### config.mk
export PLATFORM = sky130hd
export DESIGN_NAME = gshare_btb_predictor
export DESIGN_NICKNAME = d
export VERILOG_FILES = /design/src/rtl/gshare_btb_predictor.sv
export SDC_FILE = /design/constraint.sdc
export NUM_CORES = 2
export LEC_CHECK = 0
export CORE_MARGIN = 4
export CORE_UTILIZATION = 24
export CTS_BUF_LIST = sky130_fd_sc_hd__clkbuf_4
export CTS_CLUSTER_SIZE = 14
export DETAILED_ROUTE_END_ITERATION = 10
export GPL_TIMING_DRIVEN = 0
export PLACE_DENSITY_LB_ADDON = 0.3
export SYNTH_ARGS = -nofsm -noshare
export SYNTH_HDL_FRONTEND = slang
export SYNTH_SLANG_ARGS = --single-unit
### constraint.sdc
create_clock -name clk -period 4.7 [get_ports clk]
set_clock_uncertainty 0.2 [all_clocks]
set_input_delay 0.94 -clock clk [delete_from_list [all_inputs] [get_ports clk]]
set_output_delay 0.94 -clock clk [all_outputs]
set_load 0.02 [all_outputs]
### src/rtl/gshare_btb_predictor.sv
// Gshare direction predictor with a direct-mapped branch target buffer.
// Lookup is purely combinational; training, BTB fill and history recovery commit on posedge.
module gshare_btb_predictor #(
    parameter int XLEN         = 32,
    parameter int GHR_BITS     = 8,
    parameter int CTR_BITS     = 2,
    parameter int BTB_IDX_BITS = 4
) (
    input  logic                clk,
    input  logic                reset_n,
    input  logic                lookup_valid,
    input  logic [XLEN-1:0]     lookup_pc,
    output logic                pred_hit,
    output logic                pred_taken,
    output logic [XLEN-1:0]     pred_target,
    output logic [GHR_BITS-1:0] pred_ghr,
    input  logic                update_valid,
    input  logic [XLEN-1:0]     update_pc,
    input  logic [GHR_BITS-1:0] update_ghr,
    input  logic                update_taken,
    input  logic [XLEN-1:0]     update_target,
    input  logic                update_mispredict,
    output logic [31:0]         mispredict_count
);

    localparam int PHT_N = 1 << GHR_BITS;
    localparam int BTB_N = 1 << BTB_IDX_BITS;
    localparam int TAG_W = XLEN - BTB_IDX_BITS - 2;
    localparam logic [CTR_BITS-1:0] CTR_INIT = CTR_BITS'((1 << (CTR_BITS - 1)) - 1);
    localparam logic [CTR_BITS-1:0] CTR_MAX  = {CTR_BITS{1'b1}};

    logic [CTR_BITS-1:0] pht_q     [PHT_N];
    logic [CTR_BITS-1:0] pht_d;
    logic [BTB_N-1:0]    btb_vld_q;
    logic [TAG_W-1:0]    btb_tag_q [BTB_N];
    logic [XLEN-1:0]     btb_tgt_q [BTB_N];
    logic [GHR_BITS-1:0] ghr_q, ghr_d;
    logic [31:0]         cnt_q, cnt_d;

    logic [GHR_BITS-1:0]     lk_pht_idx, up_pht_idx;
    logic [BTB_IDX_BITS-1:0] lk_btb_idx, up_btb_idx;
    logic [TAG_W-1:0]        lk_tag, up_tag;
    logic                    recover, btb_we;
    logic                    unused_pc_bits;

    assign unused_pc_bits = ^{lookup_pc[1:0], update_pc[1:0]};

    assign lk_pht_idx = lookup_pc[GHR_BITS+1:2] ^ ghr_q;
    assign lk_btb_idx = lookup_pc[BTB_IDX_BITS+1:2];
    assign lk_tag     = lookup_pc[XLEN-1:BTB_IDX_BITS+2];

    assign up_pht_idx = update_pc[GHR_BITS+1:2] ^ update_ghr;
    assign up_btb_idx = update_pc[BTB_IDX_BITS+1:2];
    assign up_tag     = update_pc[XLEN-1:BTB_IDX_BITS+2];

    // Mispredict without a valid update carries no information and is dropped.
    assign recover = update_valid && update_mispredict;
    assign btb_we  = update_valid && update_taken;

    // Reads see register contents, so a same-cycle write is visible only after the edge.
    assign pred_hit    = btb_vld_q[lk_btb_idx] && (btb_tag_q[lk_btb_idx] == lk_tag);
    assign pred_taken  = pred_hit && pht_q[lk_pht_idx][CTR_BITS-1];
    assign pred_target = btb_tgt_q[lk_btb_idx];
    assign pred_ghr    = ghr_q;

    always_comb begin
        pht_d = pht_q[up_pht_idx];
        if (update_taken) begin
            if (pht_d != CTR_MAX) pht_d = pht_d + CTR_BITS'(1);
        end else begin
            if (pht_d != '0) pht_d = pht_d - CTR_BITS'(1);
        end
    end

    // Recovery from the resolved branch outranks any speculative shift in the same cycle.
    always_comb begin
        ghr_d = ghr_q;
        if (recover) begin
            ghr_d = {update_ghr[GHR_BITS-2:0], update_taken};
        end else if (lookup_valid && pred_hit) begin
            ghr_d = {ghr_q[GHR_BITS-2:0], pred_taken};
        end
    end

    always_comb begin
        cnt_d = cnt_q;
        if (recover && (cnt_q != 32'hFFFF_FFFF)) cnt_d = cnt_q + 32'd1;
    end

    always_ff @(posedge clk or negedge reset_n) begin
        if (!reset_n) begin
            ghr_q <= '0;
            cnt_q <= '0;
        end else begin
            ghr_q <= ghr_d;
            cnt_q <= cnt_d;
        end
    end

    always_ff @(posedge clk or negedge reset_n) begin
        if (!reset_n) begin
            for (int i = 0; i < PHT_N; i++) pht_q[i] <= CTR_INIT;
        end else if (update_valid) begin
            pht_q[up_pht_idx] <= pht_d;
        end
    end

    always_ff @(posedge clk or negedge reset_n) begin
        if (!reset_n) begin
            btb_vld_q <= '0;
        end else if (btb_we) begin
            btb_vld_q[up_btb_idx] <= 1'b1;
        end
    end

    // Tag and target payload need no reset: a cleared valid bit masks them.
    always_ff @(posedge clk) begin
        if (btb_we) begin
            btb_tag_q[up_btb_idx] <= up_tag;
            btb_tgt_q[up_btb_idx] <= update_target;
        end
    end

    assign mispredict_count = cnt_q;

endmodule

[Word-level counts from Yosys, hierarchy flattened]
Memory sizes are Yosys's and may differ from the RTL's.
Cells that the tools add are included.
Operators by class
  add/subtract/negate cells: 3
  $lt $le $gt $ge: 6
  eq/ne operators: 3
  multiplexer cells: 20
  bitwise operators: 5
  reduce and logical (&&, ||, !) cells: 10
Operators by type and width (count)
  $bwmux W512: 1
  $add A32 B1 Y32 const B: 1
  $bmux W2 S8: 2
  $ne A32 B32 Y1 const B: 1
  $eq A26 B26 Y1: 1
  $ge A9 B9 Y1 const B: 2
  $not A8 Y9: 2
  $demux W2 S8: 1
  $mux W2: 8
  $mux W8: 2
  $or A16 B16 Y16: 1
  $xor A8 B8 Y8: 2
  $lt A4 B5 Y1 const B: 2
  $lt A9 B1 Y1 const B: 1
  $logic_and A1 B1 Y1: 8
  $bmux W1 S4: 1
  $demux W1 S4: 1
  $ge A4 B1 Y1 const B: 1
  $mux W1: 4
  $reduce_bool A2 Y1: 2
  $add A2 B1 Y2 const B: 1
  $ne A2 B2 Y1 const B: 1
  $sub A2 B1 Y2 const B: 1
Storage, ports and cells
  bits in registers: 568
  memory bits (writable): 928
  input port bits: 110
  output and inout port bits: 74
  memories kept: 2
Memory list
  btb_tgt_q: words 16, width 32, read ports 1, clocked after memory_dff 0, write ports 1, line 36  | logic [XLEN-1:0] btb_tgt_q [BTB_N];
  btb_tag_q: words 16, width 26, read ports 1, clocked after memory_dff 0, write ports 1, line 35  | logic [TAG_W-1:0] btb_tag_q [BTB_N];

[Longest topological paths before layout]
  word-level depth: 9
  mapped depth: 15

[Worst setup path after synthesis]
OpenSTA, ideal clock, no wires.
  path kind: in2reg
  start: in update_valid
  end: reg btb_vld_q[0]
  library setup time: 0.089 ns
  arrival: 6.111 ns
  slack: -1.700 ns
  cell stages on the path: 5
  path buffers: 1
  cell sequence: clkbuf_1 -> nand2_1 -> or3_1 -> nor3_1 -> or2_2
Between the ends
  word-level cells in the longest chain between the ends: 1
Ends and longest elaborated chain
  from (decl): line 17  | input logic update_valid,
  $logic_and A1 B1 Y1: line 58  | assign btb_we = update_valid && update_taken;
  to (signal assigned): line 110  | btb_vld_q <= '0;
  to (signal, indexed assignment): line 112  | btb_vld_q[up_btb_idx] <= 1'b1;
  to (decl): line 34  | logic [BTB_N-1:0] btb_vld_q;
Every way passes these cells.
A chain may end at the register's enable or synchronous reset.

[Worst setup path in the final report]
  start: in lookup_pc[4]
  end: out pred_taken
Between the ends
  word-level cells in the longest chain between the ends: 6
  elaborated cells between the ends (all ways): 11
Ends and longest elaborated chain
  from (decl): line 12  | input logic [XLEN-1:0] lookup_pc,
  $xor A8 B8 Y8: line 48  | assign lk_pht_idx = lookup_pc[GHR_BITS+1:2] ^ ghr_q;
  $not A8 Y9 (not written as such): line 62  | assign pred_taken = pred_hit && pht_q[lk_pht_idx][CTR_BITS-1];
  $bmux W2 S8: line 62
  $mux W2 (not written as such) (2 in a row): line 62
  $logic_and A1 B1 Y1 (*): line 62
  to (decl): line 14  | output logic pred_taken,
Mark *: on every way between the ends. The rest lies on a longest branch, timed or not. The select of a mux whose other input is x is not followed.

==> summary.md <==
| Metric | Value |
|---|---|
| Arrival time at the worst endpoint | 4.71 ns |
| Via count | 40,800 |
| DRT Pass-1 Iters | 7 |
| LEAKAGE | 26.9 nW |
| Largest stage delay, worst path | 0.49 ns |
| Area added between synthesis and finish | 22.6% |
| Wire length per cell | 25.3 um |
| Initial antenna violation count | 40 |
| Fin Setup TNS | -5.58 ns |
| Synth unique cells | 61 |
| Avg Cell Area, Syn | 15.7 um2 |
| Die height | 524 um |
| Cells after Synth | 4,068 |
| Hold WS | 0.193 ns |
| Setup crit end kind | output pin |
| Largest family of logic cells by synthesized area | multiplexers |
| Outcome | complete, but fails checks |
| Clk pin slew, worst setup/hold paths | 0.06 ns |
| IO buf count | 172 |
| Seq cells post-synth | 1,496 |
| CTS buffer count | 414 |
| TritonCTS clock tree | done |
| Die Area | 274,000 um2 |
| Critical Path RT | 3.56 ns |
| CTS max path bufs | 4 |
| Post-synthesis simple-gate area fraction | 6.94% |
| PnR Total Power | 30.8 mW |
| # DRC | 0 |
| Post-Place Setup Slack | -3.26 ns |
| Power Density | 393 nW/um2 |
| Clk_lat worst skew | 1.38 ns |
| Ys flop type | edfxtp_1 |
| Fill cell count | 26,600 |
| Post-synth top area share | 43.7% |
| Layout net count | 4,870 |
| Max-slew violations | 11 |
| Final period util | 124% |
| Max Fclk | 171 MHz |
| Vias per inst | 4.74 |
| DRT iter0 DRCs | 4,223 |
| Final GP Congestion | 0.906 |
| Post-Synth XOR/XNOR Area | 1.22% |
| Compound-gate portion of the synthesized area | 5.74% |
| Core Area | 265,000 um2 |
| Post-route insts no fill | 8,609 |
| Largest net degree at the start of global routing | 111 |
| Vias in the first global route | 41,400 |
| Post-route cell area | 78,200 um2 |
| Syn Nets | 4,179 |
| Critical path's slowest cell | xor2_2 |
| Area of the multi-input gates | 20,800 um2 |
| Number of synthesized flops with an enable pin | 928 |
| CTS root buf | clkbuf_4 |
| DP HPWL | 146 mm |
| Mux cell area share after synthesis | 17.8% |
| Crit path launch type | primary input |
| Rows | 189 |
| Antenna-violating nets left | 0 |
| RSZ-0062 raised after global routing | true |
| Slew @ Worst Pin | 1.57 ns |
| Ports | 184 |
| Failing checks | capacitance limit, slew limit, setup timing |
| Synth Cell Area | 63,800 um2 |
| Fin. Hold Viols | 0 |
| Sequential share of the synthesized area | 66.5% |
| Utilization after layout | 29.5% |
| First-pass GRT wire length | 308 mm |
| Reg area | 42,400 um2 |
| Initial Utilization | 24.1% |
| Crit-path cells | buf_4 -> buf_2 -> buf_2 -> xor2_2 -> buf_8 -> clkbuf_2 -> o2111ai_1 -> o31ai_1 -> o31ai_1 -> a21oi_2 -> o32ai_4 -> buf_12 -> nor3_4 -> buf_6 |
| Adder-cell share of the synthesized area | 0.0196% |
| Tmin final | 5.85 ns |
| Final worst setup slack | -1.15 ns |
| Cell accounting for the most synthesized area | edfxtp_1 |
| Synth top area cells | edfxtp_1 (44%), mux4_2 (17%), dfrtp_1 (12%) |
| CTS sink count | 1,496 |
| Placed Instances | 7,842 |
| Final setup viols | 95 |
| Worst Path Max Fanout | 10 |
| Drt total wl | 218 mm |
| Layout cells sized above 1 | 37.2% |
| Htree depth | 5 |
| Die width | 524 um |
| Async SR Flop Fraction | 38.0% |
| Hold WC Path Type | primary input to register |
| Post-place instance area | 71,800 um2 |
| GR Overflow Total | 0 |
| Critical path type | primary input to output pin |
| GRT Overall Usage | 15.6% |
| Worst vdd rail ir drop | 0.000192 V |
| Slew headroom | -4.75% |
| Synth warn | 0 |
| Max-cap violations | 2 |
layer usage:
layer  share of wire, %  vias to the layer above  GRT usage [%]
met5              0.036                        -              0
met3                8.8                      520           4.13
met2                 47                     1930           25.0
li1                   -                    17300              -
met1                 40                    21000           19.9
met4                4.3                       16           6.80
final cells by class:
class | instances | share of cell area (%)
sequential | 1496 | 54.2
multi-input combinational | 2348 | 26.5
clock buffer | 640 | 6.14
tap | 3533 | 5.65
timing repair buffer | 275 | 4.50
buffer | 221 | 2.43
clock inverter | 68 | 0.443
antenna | 25 | 0.0800
inverter | 3 | 0.0144
path summary, 6_finish.rpt:
check / start / to / slack (ns) / depth (start not counted)
hold / removal: update_ghr[0] / pred_ghr[1] / 0.19 / 3
hold reg to reg: pht_q[60] / pht_q[60] / 0.26 / 2
max in group asynchronous: reset_n / pht_q[496] / 2.37 / 5
setup / recovery: lookup_pc[4] / pred_taken / -1.15 / 14
min in group asynchronous: reset_n / pht_q[163] / 0.58 / 3
setup reg to reg: pht_q[194] / pht_q[259] / 0.75 / 9
power by group:
| group | switching (mW) | leakage (nW) | internal, mW | total, mW |
|---|---|---|---|---|
| clock network | 5.47 | 3.11 | 6.28 | 11.7 |
| registers | 0.296 | 15.3 | 14.7 | 15.0 |
| logic | 2.53 | 8.51 | 1.49 | 4.02 |
| total | 8.29 | 26.9 | 22.5 | 30.8 |
flip-flops by register name, summed over array words and instances (netlist names):
signal,count
pht_q,512
btb_vld_q,16
pred_ghr,8
btb_tgt_q,512
btb_tag_q,416
mispredict_count,32
critical path: cells and delay by family:
family	cells	cell delay [ns]
and+or+nand+nor	1	0.13
AOI/OAI and AO/OA	5	0.92
xor gates and xnor gates	1	0.49
buffers and inverters	7	2.12
logic make-up after synthesis:
group	after synthesis
buffers and inverters	224
XOR/XNOR	87
AO/OA/AOI/OAI	623
multiplexers	541
flip-flops	1496
adder cells (fa/ha/maj)	1
AND/OR/NAND/NOR	1096
Yosys cell counts, types with 3 or more instances:
library cell / number
edfxtp_1: 928
nand2_1: 844
mux4_2: 475
dfrtp_1: 312
o21ai_0: 277
dfstp_2: 256
o21ai_1: 155
nor2_1: 99
o21ai_2: 90
buf_2: 88
clkbuf_1: 88
mux2i_1: 61
xnor2_1: 55
nand3_1: 49
xor2_1: 30
nand4_1: 27
a22oi_1: 26
nor3_1: 23
buf_6: 22
a21oi_1: 19
or2_2: 17
buf_4: 12
buf_1: 11
nor4_1: 11
o22ai_1: 11
a31oi_1: 10
and3_1: 6
nand2b_1: 6
mux2_2: 5
a211oi_1: 4
o211ai_1: 4
a32oi_1: 3
and4_1: 3
inv_1: 3
o31ai_1: 3
cells in the final DEF (no fill, tap or decap), drive strengths merged, types with 11 or more instances in the layout:
master	Yosys	final
mux4	475	475
edfxtp	928	928
a21oi	19	19
buf	133	247
nor4	11	11
clkbuf	88	734
dfstp	256	256
mux2i	61	61
xor2	32	32
nor3	23	23
nand3	49	49
nor2	99	99
or2	17	17
clkdlybuf4s50	0	136
xnor2	55	55
clkinv	0	63
o21ai	522	522
dfrtp	312	312
nand4	27	27
o22ai	11	11
a22oi	26	26
nand2	844	844
diode	0	25
timing repair:
action                                  4_1_cts  5_1_grt
pin swaps                                     5       12
buffers inserted                             20        4
endpoints found under the hold margin       216        0
resized for setup                           347       62
gates cloned                                  1        0
hold buffers                                  9        0
endpoints found under the setup margin      554      299
No activity file was read; power rests on OpenSTA's default activity.
